**src/rtl/vga_timing_pkg.sv**
```systemverilog
// Shared constants and helpers for the VGA raster timing generator.
// Default geometry is the 640x480@60 mode with a 25.175 MHz-class pixel clock.
package vga_timing_pkg;

    localparam int DEF_H_DISPLAY = 640;
    localparam int DEF_H_FRONT   = 16;
    localparam int DEF_H_SYNC    = 96;
    localparam int DEF_H_BACK    = 48;
    localparam int DEF_V_DISPLAY = 480;
    localparam int DEF_V_BOTTOM  = 10;
    localparam int DEF_V_SYNC    = 2;
    localparam int DEF_V_TOP     = 33;

    localparam bit SYNC_POS = 1'b1;
    localparam bit SYNC_NEG = 1'b0;

    function automatic int H_TOTAL(int disp, int fp, int sw, int bp);
        return disp + fp + sw + bp;
    endfunction

    function automatic int V_TOTAL(int disp, int bot, int sw, int top);
        return disp + bot + sw + top;
    endfunction

endpackage

```
**src/rtl/vga_pix_div.sv**
```systemverilog
// Pixel-clock divider: tick is high on the last clk cycle of each pixel.
// Resets to the terminal count so the first enabled cycle is a tick.
module vga_pix_div
    import vga_timing_pkg::*;
#(
    parameter int CLK_DIV = 1
) (
    input  logic clk,
    input  logic rst_n,
    input  logic en,
    output logic tick
);

    localparam int CW = (CLK_DIV > 1) ? $clog2(CLK_DIV) : 1;
    localparam logic [CW-1:0] LAST = CW'(CLK_DIV - 1);

    logic [CW-1:0] cnt;

    assign tick = en && (cnt == LAST);

    always_ff @(posedge clk) begin
        if (!rst_n) begin
            cnt <= LAST;
        end else if (en) begin
            cnt <= (cnt == LAST) ? '0 : cnt + 1'b1;
        end
    end

endmodule

```
**src/rtl/vga_timing_gen.sv**
```systemverilog
// Parametrised VGA raster timing generator with aligned registered outputs.
// Define VGA_TIMING_VBLANK_FLAG_EN to build the sticky vblank_flag.
module vga_timing_gen
    import vga_timing_pkg::*;
#(
    parameter int H_DISPLAY  = DEF_H_DISPLAY,
    parameter int H_FRONT    = DEF_H_FRONT,
    parameter int H_SYNC     = DEF_H_SYNC,
    parameter int H_BACK     = DEF_H_BACK,
    parameter int V_DISPLAY  = DEF_V_DISPLAY,
    parameter int V_BOTTOM   = DEF_V_BOTTOM,
    parameter int V_SYNC     = DEF_V_SYNC,
    parameter int V_TOP      = DEF_V_TOP,
    parameter bit H_SYNC_POL = SYNC_POS,
    parameter bit V_SYNC_POL = SYNC_POS,
    parameter int CLK_DIV    = 1,
    parameter int HW         = 10,
    parameter int VW         = 10,
    parameter int FCW        = 8
) (
    input  logic           clk,
    input  logic           rst_n,
    input  logic           en,
    input  logic           vblank_ack,
    output logic           pix_ce,
    output logic [HW-1:0]  hpos,
    output logic [VW-1:0]  vpos,
    output logic           hsync,
    output logic           vsync,
    output logic           display_on,
    output logic           line_start,
    output logic           frame_start,
    output logic [FCW-1:0] frame_cnt,
    output logic           vblank_flag
);

    localparam int HT = H_TOTAL(H_DISPLAY, H_FRONT, H_SYNC, H_BACK);
    localparam int VT = V_TOTAL(V_DISPLAY, V_BOTTOM, V_SYNC, V_TOP);

    localparam logic [HW-1:0] H_LAST = HW'(HT - 1);
    localparam logic [HW-1:0] H_DISP = HW'(H_DISPLAY);
    localparam logic [HW-1:0] HS_BEG = HW'(H_DISPLAY + H_FRONT);
    localparam logic [HW-1:0] HS_END = HW'(H_DISPLAY + H_FRONT + H_SYNC - 1);
    localparam logic [VW-1:0] V_LAST = VW'(VT - 1);
    localparam logic [VW-1:0] V_DISP = VW'(V_DISPLAY);
    localparam logic [VW-1:0] VS_BEG = VW'(V_DISPLAY + V_BOTTOM);
    localparam logic [VW-1:0] VS_END = VW'(V_DISPLAY + V_BOTTOM + V_SYNC - 1);

    logic          tick;
    logic [HW-1:0] h_nxt;
    logic [VW-1:0] v_nxt;
    logic          at_origin;

    vga_pix_div #(
        .CLK_DIV (CLK_DIV)
    ) u_div (
        .clk   (clk),
        .rst_n (rst_n),
        .en    (en),
        .tick  (tick)
    );

    // Position the next tick will present; all outputs decode this value.
    always_comb begin
        h_nxt = hpos + 1'b1;
        v_nxt = vpos;
        if (hpos == H_LAST) begin
            h_nxt = '0;
            v_nxt = (vpos == V_LAST) ? '0 : vpos + 1'b1;
        end
    end

    assign at_origin = (h_nxt == '0) && (v_nxt == '0);

    always_ff @(posedge clk) begin
        if (!rst_n) begin
            hpos        <= H_LAST;
            vpos        <= V_LAST;
            hsync       <= ~H_SYNC_POL;
            vsync       <= ~V_SYNC_POL;
            display_on  <= 1'b0;
            pix_ce      <= 1'b0;
            line_start  <= 1'b0;
            frame_start <= 1'b0;
            frame_cnt   <= '1;
        end else begin
            pix_ce      <= tick;
            line_start  <= tick && (h_nxt == '0);
            frame_start <= tick && at_origin;
            if (tick) begin
                hpos       <= h_nxt;
                vpos       <= v_nxt;
                hsync      <= (h_nxt >= HS_BEG && h_nxt <= HS_END)
                              ? H_SYNC_POL : ~H_SYNC_POL;
                vsync      <= (v_nxt >= VS_BEG && v_nxt <= VS_END)
                              ? V_SYNC_POL : ~V_SYNC_POL;
                display_on <= (h_nxt < H_DISP) && (v_nxt < V_DISP);
                if (at_origin) begin
                    frame_cnt <= frame_cnt + 1'b1;
                end
            end
        end
    end

`ifdef VGA_TIMING_VBLANK_FLAG_EN
    // Setting wins over a simultaneous ack so the event is never lost.
    always_ff @(posedge clk) begin
        if (!rst_n) begin
            vblank_flag <= 1'b0;
        end else if (tick && h_nxt == '0 && v_nxt == V_DISP) begin
            vblank_flag <= 1'b1;
        end else if (vblank_ack) begin
            vblank_flag <= 1'b0;
        end
    end
`else
    logic unused_ack;
    assign unused_ack  = vblank_ack;
    assign vblank_flag = 1'b0;
`endif

endmodule
```
**config.mk**
```make
export PLATFORM = sky130hd
export DESIGN_NAME = vga_timing_gen
export DESIGN_NICKNAME = d
export VERILOG_FILES = /design/src/rtl/vga_timing_pkg.sv /design/src/rtl/vga_pix_div.sv /design/src/rtl/vga_timing_gen.sv
export SDC_FILE = /design/constraint.sdc
export NUM_CORES = 1
export LEC_CHECK = 0
export BUFFER_PORTS_ARGS = -buffer_cell sky130_fd_sc_hd__clkbuf_2
export CAP_MARGIN = 40
export CORE_MARGIN = 3
export CORE_UTILIZATION = 60
export DETAILED_ROUTE_END_ITERATION = 6
export PLACE_DENSITY = 0.85
export SLEW_MARGIN = 30
export SYNTH_ARGS = -nofsm -noshare
export SYNTH_HDL_FRONTEND = slang
export SYNTH_SLANG_ARGS = --single-unit
```
**constraint.sdc**
```tcl
create_clock -name clk -period 7.04 [get_ports clk]
set_input_delay 1.056 -clock clk [delete_from_list [all_inputs] [get_ports clk]]
set_output_delay 1.056 -clock clk [all_outputs]
set_load 0.05 [all_outputs]
```
==> impl_metrics.csv, run 1 <==
group,metric,value,unit
finish,area_delta_synth_final,10.03,%
pwr,peakVddDrop,0.0002076,V
floorplanning,die_area,4488,µm²
timing,fin_setup_tns,0,ns
logic_synthesis,synth_top_area_share,30.49,%
min_path,hp-class,"flop to flop",
logic_synthesis,yosysSeqAreaShare,30.49,%
timing,finalSetupViolCount,0,
pwr,power.switching,0.0002274,W
place,dp_hpwl,3492,µm
finish,seq_area,680.7,µm²
timing,slew_headroom,58.15,%
logic_synthesis,synth_top_area_cell,"dfxtp_1",
worst_setup_path,cp-startpoint,"hpos[1]",
grt,grt_pass1_vias,1755,
worst_setup_path,cp-start-kind,"flop",
timing,clock_skew,0.006311,ns
worst_setup_path,cp.arrival,3.80,ns
clock_network,cts_resized,0,
place,gp_congestion,0.8804,
pwr,clock_power_share,30.3,%
routing,wl_per_cell,14.13,µm
clock_network,cts_max_level,2,
place,portBuffers,36,
grt,antenna_found_initial,0,
clock_network,clock_sinks,34,
routing,drtPass1Iterations,4,
logic_synthesis,ys_top_cells_by_area,"dfxtp_1 30%, nand2_1 5.4%, nand3_1 4.3%, o21ai_0 4.3%, ha_1 3.4%",
finish,fillCellCount,309,
clock_network,cts_root_buf,"clkbuf_8",
clock_network,cts_buffers,5,
min_path,min-delay-start,"hsync",
floorplanning,die_y,67.00,µm
floorplanning,rows,21,
timing,worstMarginPinSlew,0.6224,ns
worst_setup_path,worstSetupEndpointType,"flop",
flow_run,cap_violations,0,
floorplanning,initial_utilization,64.36,%
grt,grt_pass1_wl,8238,µm
timing,rsz0062_at_grt,"no",
clock_network,hold_buffers,0,
routing,ant_nets,0,
logic_synthesis,ys_async_sr_fraction,0,%
finish,antennaDiodeCount,0,
grt,grt_max_degree,27,
worst_setup_path,reg2reg_from,"hpos[1]",
logic_synthesis,synth-seq-cells,34,
finish,layout.nets,319,
timing,timing.hold.ws,0.4831,ns
routing,num_vias,2129,
logic_synthesis,synth_fp_nets,300,
logic_synthesis,syn_avg_cell_area,7.697,µm²
logic_synthesis,synthDistinctLibCells,55,
clock_network,clk_pin_slew,0.07,ns
timing,hold_viol,0,
timing,finalMaxSlewViolations,0,
floorplanning,ioPinCount,39,
logic_synthesis,synthCells,290,
grt,overflow,0,
timing,fmax,0.2761,GHz
worst_setup_path,rrSetupSlack,3.42,ns
logic_synthesis,synthTopCellsByCount,"34 x dfxtp_1, 32 x nand2_1, 20 x nor2_1",
clock_network,cts_tree,"built",
run_status,status,"finished, final reports clean",
clock_network,clk_path_buf_depth,2,
worst_setup_path,worstSetupPathType,"flop to flop",
routing,drt-total-wl,5016,µm
finish,multi_input_area,1384,µm²
worst_setup_path,cp.required,7.22,ns
logic_synthesis,synth_area,2232,µm²
floorplanning,die_w,67.00,µm
pwr,netSwitchingFraction,37.51,%
pwr,power_density,246.9,nW/µm²
finish,layout-drive-gt1-share,16.50,%
timing,min_period,3.622,ns
routing,vias_per_cell,5.997,
logic_synthesis,synth_most_common_cell,"dfxtp_1",
pwr,internal-power,0.0003790,W
pwr,seq_power_share,37.6,%
logic_synthesis,synth_edf_count,0,
timing,period_share,51.45,%
logic_synthesis,ys.flop_type,"dfxtp_1",
grt,grtUsageTotal,23.59,%
clock_network,insertion_delay,0.29,ns
floorplanning,core-area,3468,µm²
pwr,comb_power_share,32.0,%
routing,drc,0,
worst_setup_path,path_max_fanout,14,
clock_network,post-cts-setup-buffers,0,
logic_synthesis,yosysWarnings,0,
pwr,p_leak,0.9686,nW
routing,drt-initial-drc-count,197,
==> power by group through the flow <==
stage | Clock, W | Sequential [W] | Combinational [W]
detailed placement | 0 | 0.000231 | 0.000191
floorplan | 0 | 0.000254 | 0.000136
global route | 0.000194 | 0.000230 | 0.000213
finish | 0.000184 | 0.000228 | 0.000194
global placement | 0 | 0.000230 | 0.000188
CTS | 0.000185 | 0.000227 | 0.000192
==> critical path, cell delays in order, from the launching register on <==
cell and delay (ns):
dfxtp_1 0.49, ha_1 0.38, and4_1 0.35, nand3_2 0.34, a2111oi_4 0.45, o2111ai_1 0.23
or4b_4 0.61, nor4_1 0.32, mux2_1 0.34
==> cell type report <==
class | count | share of cell area [%]
timing repair buffer | 36 | 7.336
clock inverter | 1 | 1.223
clock buffer | 6 | 3.362
inverter | 11 | 1.681
sequential | 34 | 27.71
multi-input combinational | 221 | 56.34
tap | 46 | 2.343
==> flip-flops by register name, summed over array words and instances, names as in the netlist <==
register	cells
frame_start	1
vpos	10
line_start	1
vsync	1
hpos	10
hsync	1
pix_ce	1
frame_cnt	8
display_on	1
==> worst paths after layout <==
| check | to | depth (start not counted) |
|---|---|---|
| setup / recovery | frame_cnt[7] | 8 |
| hold / removal | hsync | 2 |
| setup reg to reg | frame_cnt[7] | 8 |
| hold reg to reg | hsync | 2 |
==> placed cells by master (no fill, tap or decap), types with 11 or more instances in the layout <==
master    synthesis  routed
o21ai_0          19      19
dfxtp_1          34      34
a21oi_1          12      12
clkbuf_2          0      36
nor2_1           20      20
nand2_1          32      32
nor3_1           14      14
nand3_1          19      19
inv_1            11      11
==> kinds of logic (layout without fill, tap and decap cells) <==
logic type               after synthesis  count (layout)  synth area share, %
other                                  1               1               0.1680
multiplexers                           6               6                2.803
AO/OA/AOI/OAI                         65              65                19.28
XOR/XNOR                               9               9                3.531
buffers and inverters                 35              54                7.511
flip-flops                            34              34                30.49
AND/OR/NAND/NOR                      134             134                32.85
adder cells (fa/ha/maj)                6               6                3.363
==> metal layers <==
layer / share of wire [%] / vias up / wire [µm] / global-route usage (%)
met3: 5.9 / 6 / 294 / 4.553
met4: 0.92 / 0 / 46 / 8.354
li1: - / 1088 / - / -
met1: 51 / 966 / 2546 / 33.03
met2: 42 / 69 / 2128 / 35.64
met5: 0 / - / 0 / 0
==> stage by stage <==
step | cells | worst slack [ns] | utilization [%] | instance area, µm² | total power [W]
5_1_grt | 355 | 3.292 | 70.82 | 2456 | 0.0006370
3_5_place_dp | 348 | 3.499 | 67.57 | 2344 | 0.0004225
3_3_place_gp | 348 | 3.548 | 67.57 | 2344 | 0.0004188
4_1_cts | 355 | 3.474 | 70.82 | 2456 | 0.0006048
6_report | 355 | 3.418 | 70.82 | 2456 | 0.0006064
2_1_floorplan | 290 | 3.684 | - | 2232 | 0.0003905
Power figures use the tool's default switching activity.
==> run 2: changes to the inputs <==
--- a/config.mk
+++ b/config.mk
@@ -8,9 +8,9 @@
 export BUFFER_PORTS_ARGS = -buffer_cell sky130_fd_sc_hd__clkbuf_2
 export CAP_MARGIN = 40
 export CORE_MARGIN = 3
-export CORE_UTILIZATION = 60
+export CORE_UTILIZATION = 56
 export DETAILED_ROUTE_END_ITERATION = 6
-export PLACE_DENSITY = 0.85
+export PLACE_DENSITY = 0.8
 export SLEW_MARGIN = 30
 export SYNTH_ARGS = -nofsm -noshare
 export SYNTH_HDL_FRONTEND = slang
==> constraint.sdc (replaced) <==
create_clock -name clk -period 3.79 [get_ports clk]
set_input_delay 0.5685 -clock clk [delete_from_list [all_inputs] [get_ports clk]]
set_output_delay 0.5685 -clock clk [all_outputs]
set_load 0.05 [all_outputs]
==> run 2 against run 1 <==
Effect of this change: register-to-register slack worse by 3.0 ns; critical endpoint unchanged; utilization down 5.4 points; clock skew up 0.0027 ns; sequential share of layout area up 0.099 points; clock power up 37%; die area up 6.5%.
==> impl_metrics.csv, run 2 (synthesized netlist as in run 1, its figures left out) <==
group,metric,value,unit
floorplanning,rows,22,
grt,grt_pass1_vias,1884,
finish,antennaDiodeCount,0,
floorplanning,core-area,3744,µm²
timing,clock_skew,0.009017,ns
timing,worstMarginPinSlew,0.6694,ns
timing,rsz0062_at_grt,"no",
timing,period_share,87.74,%
grt,grt_max_degree,26,
place,dp_hpwl,3778,µm
clock_network,post-cts-setup-buffers,0,
flow_run,cap_violations,0,
min_path,hp-class,"flop to flop",
timing,hold_viol,0,
floorplanning,die_area,4780,µm²
clock_network,clk_path_buf_depth,2,
clock_network,cts_tree,"built",
pwr,power_density,424.1,nW/µm²
finish,layout-drive-gt1-share,17.31,%
place,gp_congestion,0.9612,
routing,drt-total-wl,5157,µm
routing,wl_per_cell,14.33,µm
grt,antenna_found_initial,0,
routing,ant_nets,0,
floorplanning,die_w,69.14,µm
worst_setup_path,cp.required,3.97,ns
clock_network,insertion_delay,0.29,ns
timing,fmax,0.3007,GHz
routing,drt-initial-drc-count,185,
finish,final_common_cell,"clkbuf_2",
clock_network,clock_sinks,34,
routing,num_vias,2184,
clock_network,cts_max_level,2,
finish,area_delta_synth_final,9.641,%
worst_setup_path,path_buf_inv,0,
timing,fin_setup_tns,0,ns
finish,fin_cells,360,
grt,overflow,0,
worst_setup_path,worstSetupEndpointType,"flop",
finish,layout.nets,322,
pwr,totalPowerFinal,0.001038,W
worst_setup_path,path_max_fanout,12,
worst_setup_path,critPathTopFamily,"simple AND/OR/NAND/NOR gates",
run_status,status,"finished, final reports clean",
timing,min_period,3.325,ns
finish,top_regs,"hpos (10), vpos (10), frame_cnt (8)",
timing,finalSetupViolCount,0,
clock_network,cts_resized,0,
finish,final_cell_mix,"36 x clkbuf_2, 34 x dfxtp_1, 32 x nand2_1, 20 x nor2_1",
grt,grtUsageTotal,21.97,%
timing,slew_headroom,54.99,%
floorplanning,ioPinCount,39,
worst_setup_path,worst_path_max_delay_cell,"or4b_4",
floorplanning,initial_utilization,59.63,%
clock_network,hold_buffers,0,
worst_setup_path,cp.arrival,3.51,ns
clock_network,clk_pin_slew,0.07,ns
worst_setup_path,cp-start-kind,"flop",
pwr,peakVddDrop,0.0003108,V
worst_setup_path,worstSetupPathType,"flop to flop",
clock_network,cts_root_buf,"clkbuf_8",
grt,grt_pass1_wl,8714,µm
finish,fillCellCount,360,
floorplanning,die_y,69.14,µm
clock_network,cts_buffers,5,
place,portBuffers,36,
worst_setup_path,crit_chain,"ha_1 -> and4_1 -> and3_1 -> o21ai_0 -> a21oi_1 -> or4b_4 -> nor4_1 -> mux2_1",
pwr,p_leak,0.9698,nW
worst_setup_path,slowest_delay,0.56,ns
routing,drc,0,
place,dp.cells,353,
routing,vias_per_cell,6.067,
routing,drtPass1Iterations,4,
timing,finalMaxSlewViolations,0,
==> run 2: final timing paths <==
check | from | to | slack [ns] | cells past startpoint
worst min-delay path | display_on | display_on | 0.47 | 2
worst min register to register | display_on | display_on | 0.47 | 2
worst max register to register | hpos[1] | frame_cnt[7] | 0.46 | 8
worst max-delay path | hpos[1] | frame_cnt[7] | 0.46 | 8
==> run 2: per-stage QoR <==
| stage | utilization, % | area, µm² | worst slack [ns] | hold WS [ns] |
|---|---|---|---|---|
| after CTS | 65.37 | 2447 | 0.4645 | 0.4694 |
| after global placement | 63.27 | 2369 | 0.5383 | 0.4576 |
| final | 65.37 | 2447 | 0.4645 | 0.4670 |
| after detailed placement | 63.27 | 2369 | 0.4683 | 0.4598 |
| after global routing | 65.37 | 2447 | 0.2312 | 0.5232 |
| after floorplan | - | 2232 | 0.4340 | 0.6798 |
==> run 2: per-layer routing <==
layer	part of all wire, %	routed length, µm	GRT usage [%]
met3	7.1	364	6.268
met2	45	2295	33.90
met1	47	2433	30.13
met4	1.2	64	5.423
met5	0	0	0
==> run 2: where the power goes <==
| group | internal, W | leakage [nW] | switching (W) |
|---|---|---|---|
| registers | 0.000377 | 0.277 | 0.0000455 |
| logic | 0.000121 | 0.649 | 0.000242 |
| clock network | 0.000123 | 0.0438 | 0.000129 |
==> run 2: layout make-up <==
| type | instances | area, µm² | share of cell area, % |
|---|---|---|---|
| Tap cell | 48 | 60.06 | 2.454 |
| Timing Repair Buffer | 39 | 202.7 | 8.282 |
| Inverter | 11 | 41.29 | 1.687 |
| Sequential cell | 34 | 680.7 | 27.81 |
| Multi-Input combinational cell | 221 | 1384 | 56.54 |
| Clock inverter | 2 | 10.01 | 0.4090 |
| Clock buffer | 5 | 68.82 | 2.812 |
==> run 2: worst register-to-register path, stage by stage (launching register included) <==
cell     delay, ns
dfxtp_1       0.46
ha_1          0.36
and4_1        0.35
and3_1        0.40
o21ai_0       0.19
a21oi_1       0.22
or4b_4        0.56
nor4_1        0.34
mux2_1        0.34
==> run 3: changes to the inputs <==
--- a/config.mk
+++ b/config.mk
@@ -5,12 +5,12 @@
 export SDC_FILE = /design/constraint.sdc
 export NUM_CORES = 1
 export LEC_CHECK = 0
-export BUFFER_PORTS_ARGS = -buffer_cell sky130_fd_sc_hd__clkbuf_2
 export CAP_MARGIN = 40
 export CORE_MARGIN = 3
-export CORE_UTILIZATION = 56
+export CORE_UTILIZATION = 60
 export DETAILED_ROUTE_END_ITERATION = 6
-export PLACE_DENSITY = 0.8
+export DONT_BUFFER_PORTS = 1
+export PLACE_DENSITY = 0.76
 export SLEW_MARGIN = 30
 export SYNTH_ARGS = -nofsm -noshare
 export SYNTH_HDL_FRONTEND = slang
==> run 3 against run 2 <==
Effect of this change: register-to-register slack gained 0.15 ns; power grew 8.6%; final area shrank 0.72%; utilization grew 4.7 points; sequential share of layout area grew 0.20 points; clock-buffer cell count is the same; critical path type unchanged; highest routed layer unchanged.
==> impl_metrics.csv, run 3 (synthesized netlist as in run 1, its figures left out) <==
group,metric,value,unit
clock_network,cts_buffers,5,
place,gp_congestion,0.8709,
run_status,status,"finished, final reports clean",
routing,drt-total-wl,5307,µm
timing,finalMaxSlewViolations,0,
timing,finalSetupViolCount,0,
worst_setup_path,cp-start-kind,"flop",
timing,hold_viol,0,
finish,layout.nets,304,
routing,dr_wl_met2,2341,µm
clock_network,clk_path_buf_depth,2,
pwr,peakVddDrop,0.0002272,V
floorplanning,ioPinCount,39,
grt,grtUsageTotal,24.96,%
timing,clock_skew,0.009781,ns
clock_network,cts_root_buf,"clkbuf_8",
timing,worstMarginPinSlew,0.7238,ns
pwr,p_leak,0.9210,nW
clock_network,cts_resized,0,
worst_setup_path,path_max_fanout,12,
timing,min_period,3.179,ns
finish,fin_area,2430,µm²
floorplanning,die_y,67.00,µm
worst_setup_path,crit_chain,"nand4bb_1 -> nor3_2 -> o21ai_0 -> a21oi_1 -> or4b_4 -> nor4_1 -> mux2_1",
grt,grt_max_degree,27,
finish,final_cell_mix,"34 x dfxtp_1, 32 x nand2_1, 21 x buf_4, 20 x nor2_1",
finish,fillCellCount,311,
clock_network,clock_sinks,34,
floorplanning,die_w,67.00,µm
routing,wl_per_cell,15.56,µm
worst_setup_path,worstSetupPathType,"flop to flop",
timing,timing.hold.ws,0.3456,ns
worst_setup_path,path_buf_inv,0,
worst_setup_path,path_depth,7,
grt,grt_pass1_vias,1897,
finish,layout-drive-gt1-share,12.54,%
worst_setup_path,cp.required,3.97,ns
clock_network,insertion_delay,0.29,ns
routing,drtPass1Iterations,5,
flow_run,cap_violations,0,
routing,wl_met3,483,µm
timing,fmax,0.3146,GHz
timing,slew_headroom,51.68,%
pwr,totalPowerFinal,0.001127,W
floorplanning,rows,21,
place,dpl_cell_area,2321,µm²
worst_setup_path,worst_path_max_delay_cell,"or4b_4",
worst_setup_path,critPathTopFamily,"simple AND/OR/NAND/NOR gates",
timing,fin_setup_tns,0,ns
routing,top_layer,"met4",
timing,period_share,83.87,%
worst_setup_path,worstSetupEndpointType,"flop",
routing,m1WireLength,2422,µm
place,dp_hpwl,3804,µm
routing,vias_per_cell,6.387,
clock_network,hold_buffers,0,
clock_network,cts_tree,"built",
grt,overflow,0,
routing,drt-initial-drc-count,176,
finish,area_delta_synth_final,8.856,%
routing,drc,0,
worst_setup_path,cp.arrival,3.36,ns
floorplanning,core-area,3468,µm²
routing,num_vias,2178,
floorplanning,initial_utilization,64.36,%
grt,grt_pass1_wl,8645,µm
floorplanning,die_area,4488,µm²
grt,antenna_found_initial,0,
finish,antennaDiodeCount,0,
min_path,hp-class,"primary input to flop",
min_path,hold_depth,1,
routing,ant_nets,0,
place,portBuffers,0,
finish,final_common_cell,"dfxtp_1",
clock_network,post-cts-setup-buffers,0,
finish,top_regs,"hpos (10), vpos (10), frame_cnt (8)",
clock_network,clk_pin_slew,0.08,ns
worst_setup_path,rr_worst_depth,7,
worst_setup_path,slowest_delay,0.57,ns
pwr,power_density,463.9,nW/µm²
clock_network,cts_max_level,2,
timing,rsz0062_at_grt,"no",
==> run 3: cell types whose count changed in the layout (fill, tap and decap cells not counted) <==
cell	delta
buf_4	+18
clkbuf_2	-36
bufinv_16	+1
==> run 3: report_power, final <==
part | total [W] | switching (W) | internal, W | leakage, nW
Combinational | 0.000387 | 0.000253 | 0.000134 | 0.586
Clock | 0.000330 | 0.000137 | 0.000194 | 0.0579
Sequential | 0.000410 | 0.0000334 | 0.000377 | 0.277
Total | 0.00113 | 0.000423 | 0.000704 | 0.921
==> run 3: cell type report <==
cell class                      instances  area (µm²)  share of cell area, %
Multi-Input combinational cell        221        1384                  56.95
Sequential cell                        34       680.7                  28.01
Timing Repair Buffer                   21       157.7                  6.488
Clock buffer                            5       68.82                  2.832
Tap cell                               46       57.56                  2.369
Inverter                               11       41.29                  1.699
Clock inverter                          3       40.04                  1.648
==> run 3: through the flow <==
| stage | std cells | worst slack, ns | util [%] |
|---|---|---|---|
| 2_1_floorplan | 290 | 0.4340 | - |
| 3_3_place_gp | 333 | 0.6532 | 66.92 |
| 3_5_place_dp | 333 | 0.6370 | 66.92 |
| 4_1_cts | 341 | 0.6308 | 70.06 |
| 5_1_grt | 341 | 0.3595 | 70.06 |
| 6_report | 341 | 0.6114 | 70.06 |
==> run 3: worst paths after layout <==
| kind | startpoint | endpoint | slack (ns) |
|---|---|---|---|
| setup reg to reg | vpos[4] | frame_cnt[7] | 0.61 |
| hold / removal | rst_n | vpos[9] | 0.35 |
| hold reg to reg | hpos[4] | hpos[4] | 0.64 |
| setup / recovery | vpos[4] | frame_cnt[7] | 0.61 |
==> run 3: per-layer routing <==
metal,up-vias,global-route usage (%)
li1,1056,-
met4,0,7.342
met1,1007,34.29
met2,106,38.37
met3,9,6.071
met5,-,0
